<file path="src/rtl/rr_arb_mux.sv">
// rr_arb_mux: N-channel valid/ready arbitrating multiplexer.
// Picks one requesting channel per cycle (round-robin or fixed priority)
// and forwards its word through a one-entry output register.
module rr_arb_mux #(
   parameter int WIDTH = 32,
   parameter int N     = 8,
   parameter int MODE  = 0,
   parameter int SELW  = $clog2(N)
) (
   input  logic               clk,
   input  logic               rst,
   input  logic [N-1:0]       in_valid,
   input  logic [N*WIDTH-1:0] in_data,
   output logic [N-1:0]       in_ready,
   output logic               out_valid,
   input  logic               out_ready,
   output logic [WIDTH-1:0]   out_data,
   output logic [SELW-1:0]    out_src
);

   logic             r_valid;
   logic [WIDTH-1:0] r_data;
   logic [SELW-1:0]  r_src;
   logic [SELW-1:0]  r_ptr;

   logic             w_found;
   logic [SELW-1:0]  w_gnt;
   logic             w_can_accept;
   logic [N-1:0]     w_ready;
   logic             w_xfer_in;
   logic             w_xfer_out;

   // The register can take a new word when empty or draining this cycle.
   assign w_can_accept = !r_valid | out_ready;

   // Grant search: round-robin starts just after the last accepted channel,
   // fixed priority starts at channel 0. First valid channel found wins.
   always_comb begin
      int unsigned idx;
      w_found = 1'b0;
      w_gnt   = '0;
      for (int k = 0; k < N; k++) begin
         if (MODE == 0) begin
            idx = int'(r_ptr) + 1 + k;
            if (idx >= N) idx = idx - N;
         end else begin
            idx = k;
         end
         if (!w_found && in_valid[idx]) begin
            w_found = 1'b1;
            w_gnt   = SELW'(idx);
         end
      end
   end

   // One-hot ready toward the granted channel only; silenced during reset.
   always_comb begin
      w_ready = '0;
      if (w_found && w_can_accept && !rst)
         w_ready = N'(1) << w_gnt;
   end

   assign in_ready   = w_ready;
   assign w_xfer_in  = |(in_valid & w_ready);
   assign w_xfer_out = r_valid & out_ready;

   // Output register and round-robin pointer. The pointer only moves on an
   // accepted word so a stalled offer cannot skip a channel's turn.
   always_ff @(posedge clk) begin
      if (rst) begin
         r_valid <= 1'b0;
         r_data  <= '0;
         r_src   <= '0;
         r_ptr   <= SELW'(N - 1);
      end else if (w_xfer_in) begin
         r_valid <= 1'b1;
         r_data  <= in_data[w_gnt*WIDTH +: WIDTH];
         r_src   <= w_gnt;
         if (MODE == 0) r_ptr <= w_gnt;
      end else if (w_xfer_out) begin
         r_valid <= 1'b0;
      end
   end

   assign out_valid = r_valid;
   assign out_data  = r_data;
   assign out_src   = r_src;

endmodule

</file>
<file path="config.mk">
export PLATFORM = sky130hd
export DESIGN_NAME = rr_arb_mux
export DESIGN_NICKNAME = d
export VERILOG_FILES = /design/src/rtl/rr_arb_mux.sv
export SDC_FILE = /design/constraint.sdc
export NUM_CORES = 1
export LEC_CHECK = 0
export BUFFER_PORTS_ARGS = -buffer_cell sky130_fd_sc_hd__buf_2
export CAP_MARGIN = 15
export CORE_AREA = 3 3 120 122
export DETAILED_ROUTE_END_ITERATION = 8
export DIE_AREA = 0 0 123 125
export GPL_TIMING_DRIVEN = 0
export PLACE_DENSITY = 0.75
export SLEW_MARGIN = 20
export SYNTH_ARGS = -nofsm -noshare
export SYNTH_HDL_FRONTEND = slang
export SYNTH_SLANG_ARGS = --single-unit
</file>
<file path="constraint.sdc">
create_clock -name clk -period 6 [get_ports clk]
set_clock_uncertainty 0.05 [all_clocks]
set_input_delay 0.3 -clock clk [delete_from_list [all_inputs] [get_ports clk]]
set_output_delay 0.3 -clock clk [all_outputs]
set_load 0.02 [all_outputs]
</file>
==> results of run 1 <==
## cell usage after synthesis, types with 2 or more instances
cell type | count | area (um^2)
a21o_1 | 3 | 22.5
a21oi_1 | 47 | 235
a221o_1 | 33 | 330
and2_1 | 2 | 12.5
buf_2 | 18 | 90.1
buf_4 | 5 | 37.5
buf_6 | 8 | 90.1
clkbuf_1 | 17 | 63.8
dfxtp_1 | 39 | 781
ha_1 | 2 | 25.0
inv_1 | 4 | 15.0
mux2_1 | 3 | 33.8
mux2_2 | 36 | 405
mux2i_1 | 107 | 1070
mux4_2 | 9 | 203
nand2_1 | 87 | 327
nand2b_1 | 6 | 37.5
nand3_1 | 6 | 30.0
nor2_1 | 12 | 45.0
nor2b_1 | 2 | 12.5
nor3_1 | 8 | 40.0
o211ai_1 | 18 | 135
o211ai_2 | 20 | 250
o21a_1 | 2 | 15.0
o21ai_0 | 6 | 30.0
or3_1 | 3 | 18.8
xnor3_1 | 2 | 45.0
## routing by layer
layer	track usage [%]	vias to the layer above	share of wire, %
met5	0	-	0.061
met1	30.4	2638	38
li1	-	2682	-
met2	44.9	328	49
met3	5.06	54	9.1
met4	10.3	2	3.6
## registers in the layout, indices dropped and copies added, names as in the netlist
name,flops
out_data,32
out_src,3
out_valid,1
r_ptr,3
## critical path, stage by stage (launching register included)
cell,delay [ps]
dfxtp_1,350
buf_6,170
clkbuf_1,400
inv_1,230
ha_1,430
mux4_2,650
or3_1,370
o211ai_1,140
nand3_1,260
nor4_1,490
or3_1,180
clkbuf_2,200
a21o_1,110
buf_2,250
buf_2,340
nor2_1,80
buf_2,160
## cell type report
cell class	count	area [um^2]	share of cell area, %
Clock buffer	5	125	1.89
Clock inverter	3	43.8	0.663
Inverter	4	15.0	0.227
Buffer	49	287	4.33
Multi-Input combinational cell	441	3570	54.0
Tap cell	176	220	3.33
Timing Repair Buffer	312	1570	23.7
Sequential cell	39	781	11.8
## through the flow
| stage | util, % | instances | setup slack, ps |
|---|---|---|---|
| after floorplan | - | 533 | 1670 |
| after global placement | 48.3 | 1018 | 649 |
| after detailed placement | 48.3 | 1018 | 675 |
| after CTS | 49.5 | 1026 | 329 |
| after global routing | 49.7 | 1029 | 241 |
| final | 49.7 | 1029 | 545 |
## logic make-up after synthesis
logic type	count (synthesis)	share of synthesized area [%]
mux	155	36.8
buf+inv	53	6.48
simple gates	134	12.7
compound gates	146	25.4
flops	39	16.8
fa+ha+maj	2	0.538
xor+xnor	4	1.34
## final timing paths
path / start / endpoint / slack [ps] / cells after the start
setup reg to reg: r_ptr[0] / out_data[28] / 830 / 14
hold reg to reg: out_data[12] / out_data[12] / 410 / 2
setup / recovery: r_ptr[0] / in_ready[0] / 540 / 16
hold / removal: out_ready / out_valid / 310 / 4
## timing repair
| action | CTS | global route |
|---|---|---|
| buffers inserted | 0 | 3 |
| endpoints found under the hold margin | 0 | 0 |
| endpoints found under the setup margin | 0 | 1 |
| hold buffers | 0 | 0 |
==> flow_metrics.tcl, run 1 <==
set metrics [dict create \
    status "completed" \
    synth_edf_count 0 \
    syn-num-nets 802 \
    cp.arrival_ps 5110 \
    num_rows 42 \
    dp.final_hpwl_um 16800 \
    diodes 0 \
    grt_pass1_vias 5665 \
    final_common_cell "buf_2" \
    tightest_slew_ps 794 \
    setup_violations 0 \
    cp-end-kind "output port" \
    synth_top_flop_cell "dfxtp_1" \
    clk_latency_ps 280 \
    drv_slew 0 \
    hold_ws_ps 306 \
    crit_fanout 10 \
    drc 0 \
    start_util_pct 35.0 \
    synth_warnings 0 \
    cap_violations 0 \
    cts_sinks 39 \
    start_kind "flip-flop" \
    finalCritPeriodShare_pct 90.9 \
    root_buffer "clkbuf_16" \
    avgSynthCellArea_um2 8.73 \
    wire_per_inst_um 20.6 \
    yosysSeqAreaShare_pct 16.8 \
    stdcell_area_um2 6610 \
    grt_max_degree 14 \
    portBuffers 309 \
    path_class "flip-flop to output port" \
    path_clk_slew_ps 60 \
    postRouteAntennaNets 0 \
    placed_cell_area_um2 6420 \
    cts_buffers 5 \
    ios 311 \
    n_fill_cell 1315 \
    cts_htree_levels 2 \
    overflow 0 \
    area_growth_pct 42.1 \
    grt_usage_pct 25.6 \
    grt_pass1_wl_um 30500 \
    gp_congestion 0.920 \
    ys_async_sr_fraction_pct 0 \
    coreArea_um2 13300 \
    cts_resized 0 \
    max_freq_mhz 183 \
    hold_violations 0 \
    syn_inst 533 \
    antenna_found_initial 1 \
    holdCritPathClass "primary input to flip-flop" \
    fp.dieH_um 125 \
    synth_area_um2 4650 \
    clock_path_buffers 2 \
    drt_first_pass_iters 5 \
    ys_seq_elements 39 \
    fin_crit_ps 5460 \
    finalSetupTns_ps 0 \
    critPathRequiredTime_ps 5650 \
    layout.nets 1121 \
    drive_above_1_share_pct 49.9 \
    routed_via_density 5.54 \
    vias 5704 \
    ys_types 55 \
    die-area_um2 15400 \
    die_x_um 123 \
    wl_um 21200 \
    drtIter0Drc 446 \
    most-common-layout-cells "buf_2 (327), mux2i_1 (107), nand2_1 (87)" \
    rsz0062_at_grt "false" \
    cts_tree "built" \
    relSlewSlack_pct 47.1 \
]
Power of run 1 is left out: the tool's default activity adds up to more than one toggle a clock period on the data nets, which glitch-free logic cannot reach.
==> run 2, diff against run 1 <==
--- a/config.mk
+++ b/config.mk
@@ -7,11 +7,11 @@
 export LEC_CHECK = 0
 export BUFFER_PORTS_ARGS = -buffer_cell sky130_fd_sc_hd__buf_2
 export CAP_MARGIN = 15
-export CORE_AREA = 3 3 120 122
+export CORE_AREA = 2 2 122 124
 export DETAILED_ROUTE_END_ITERATION = 8
-export DIE_AREA = 0 0 123 125
+export DIE_AREA = 0 0 124 126
 export GPL_TIMING_DRIVEN = 0
-export PLACE_DENSITY = 0.75
+export PLACE_DENSITY = 0.72
 export SLEW_MARGIN = 20
 export SYNTH_ARGS = -nofsm -noshare
 export SYNTH_HDL_FRONTEND = slang
==> run 2 against run 1 <==
Cell count up 0.68%. Sequential share of layout area about the same. Count of clock-buffer cells in the layout grew 2. Routed wire length fell by 5.8%. Critical path depth is 2 lower. Register-to-register slack improved by 100 ps. Global-route usage down 1.5 points. Sequential cell count is the same. Worst setup slack better by 40 ps. Via count is 3.4% lower.
==> flow_metrics.tcl, run 2 (synthesized netlist as in run 1, its figures left out) <==
set metrics [dict create \
    status "completed" \
    grt_max_degree 13 \
    cp-end-kind "output port" \
    drv_slew 0 \
    routed_via_density 5.32 \
    drt_first_pass_iters 5 \
    finalWorstSetupSlack_ps 585 \
    rrSetupSlack_ps 930 \
    grt_pass1_vias 5386 \
    rsz0062_at_grt "false" \
    wire_per_inst_um 19.3 \
    final_common_cell "buf_2" \
    drc 0 \
    root_buffer "clkbuf_16" \
    area_growth_pct 42.0 \
    cp.arrival_ps 5070 \
    r2r-end "out_data[23]" \
    tightest_slew_ps 839 \
    start_util_pct 32.5 \
    clock_path_buffers 2 \
    hold_violations 0 \
    portBuffers 309 \
    path_class "flip-flop to output port" \
    holdPathStages 4 \
    cts_htree_levels 2 \
    cts_tree "built" \
    die_x_um 124 \
    drtIter0Drc 312 \
    ios 311 \
    cts_sinks 39 \
    fp.dieH_um 126 \
    finalCritPeriodShare_pct 90.3 \
    pre_cts_ws_ps 541 \
    coreArea_um2 14300 \
    vias 5510 \
    drive_above_1_share_pct 49.9 \
    start_kind "flip-flop" \
    antenna_found_initial 1 \
    postCtsHoldBufs 0 \
    crit_fanout 10 \
    path_clk_slew_ps 60 \
    min_to "out_valid" \
    timing.rr.start "r_ptr[0]" \
    most-common-layout-cells "buf_2 (327), mux2i_1 (107), nand2_1 (87)" \
    grt_pass1_wl_um 28600 \
    grt_usage_pct 24.2 \
    n_fill_cell 1486 \
    hp-start "out_ready" \
    cts_buffers 5 \
    die-area_um2 15600 \
    wl_um 20000 \
    max_freq_mhz 185 \
    layout.nets 1120 \
    postRouteAntennaNets 0 \
    finalSetupTns_ps 0 \
    largest_reg_flops 32 \
    setup_violations 0 \
    diodes 0 \
    num_rows 44 \
    worst_r2r_path_depth 14 \
    cap_violations 0 \
    clk_latency_ps 290 \
    fin_crit_ps 5420 \
    gp_congestion 0.985 \
    dp.final_hpwl_um 16100 \
    holdCritPathClass "primary input to flip-flop" \
    critPathRequiredTime_ps 5650 \
    overflow 0 \
    relSlewSlack_pct 44.0 \
]
## run 2: changes by cell type in the layout (fill, tap and decap cells not counted)
| cell | previous run | this run |
|---|---|---|
| clkinv_2 | 1 | 0 |
| buf_4 | 8 | 7 |
| clkbuf_8 | 0 | 2 |
| clkinvlp_4 | 0 | 1 |
| bufinv_16 | 1 | 0 |
| clkinv_4 | 1 | 0 |
## run 2: repair_timing
item / CTS / global route
resized for setup: 0 / 0
setup endpoints to repair: 0 / 8
setup buffers: 0 / 2
## run 2: area by class of cell
class                   count  area (um^2)  share of cell area [%]
multi-input cells         441         3570                    54.1
repair buffers            311         1560                    23.6
flip-flops and latches     39          781                    11.8
plain buffers              49          287                    4.34
well taps                 184          230                    3.49
clock buffers               7          153                    2.31
inverters                   4         15.0                   0.227
clock inverters             1         7.51                   0.114
## run 2: critical path, stage by stage (launching register included)
cell and delay [ps]:
dfxtp_1 360, buf_6 170, clkbuf_1 400, inv_1 230, ha_1 450, mux4_2 660
or3_1 370, o211ai_1 140, nand3_1 250, nor4_1 500, nor3_1 170, nand2_1 470
buf_2 360, nor2_1 80, buf_2 160
## run 2: per-layer routing
layer | vias to the layer above | share of wire [%] | track usage (%)
li1 | 2667 | - | -
met1 | 2530 | 41 | 29.5
met2 | 284 | 49 | 42.8
met3 | 27 | 7.8 | 4.35
met4 | 2 | 2.4 | 7.34
met5 | - | 0.040 | 0
## run 2: worst max path at each step
stage | slack [ps] | endpoint | startpoint
final | 580 | in_ready[6] | r_ptr[0]
after global routing | 290 | in_ready[6] | r_ptr[0]
after CTS | 210 | in_ready[4] | r_ptr[0]
after detailed placement | 540 | in_ready[4] | r_ptr[0]
after global placement | 610 | in_ready[4] | r_ptr[0]
after floorplan | 1670 | in_ready[1] | r_ptr[0]
## run 2: per-stage QoR
step / hold WS [ps] / util [%] / instances / instance area, um^2
5_1_grt: 354 / 46.1 / 1036 / 6600
3_5_place_dp: 395 / 44.9 / 1026 / 6430
6_report: 281 / 46.1 / 1036 / 6600
3_3_place_gp: 391 / 44.9 / 1026 / 6430
4_1_cts: 280 / 46.0 / 1034 / 6590
2_1_floorplan: 420 / - / 533 / 4650
Power of run 2 is left out for the same reason.
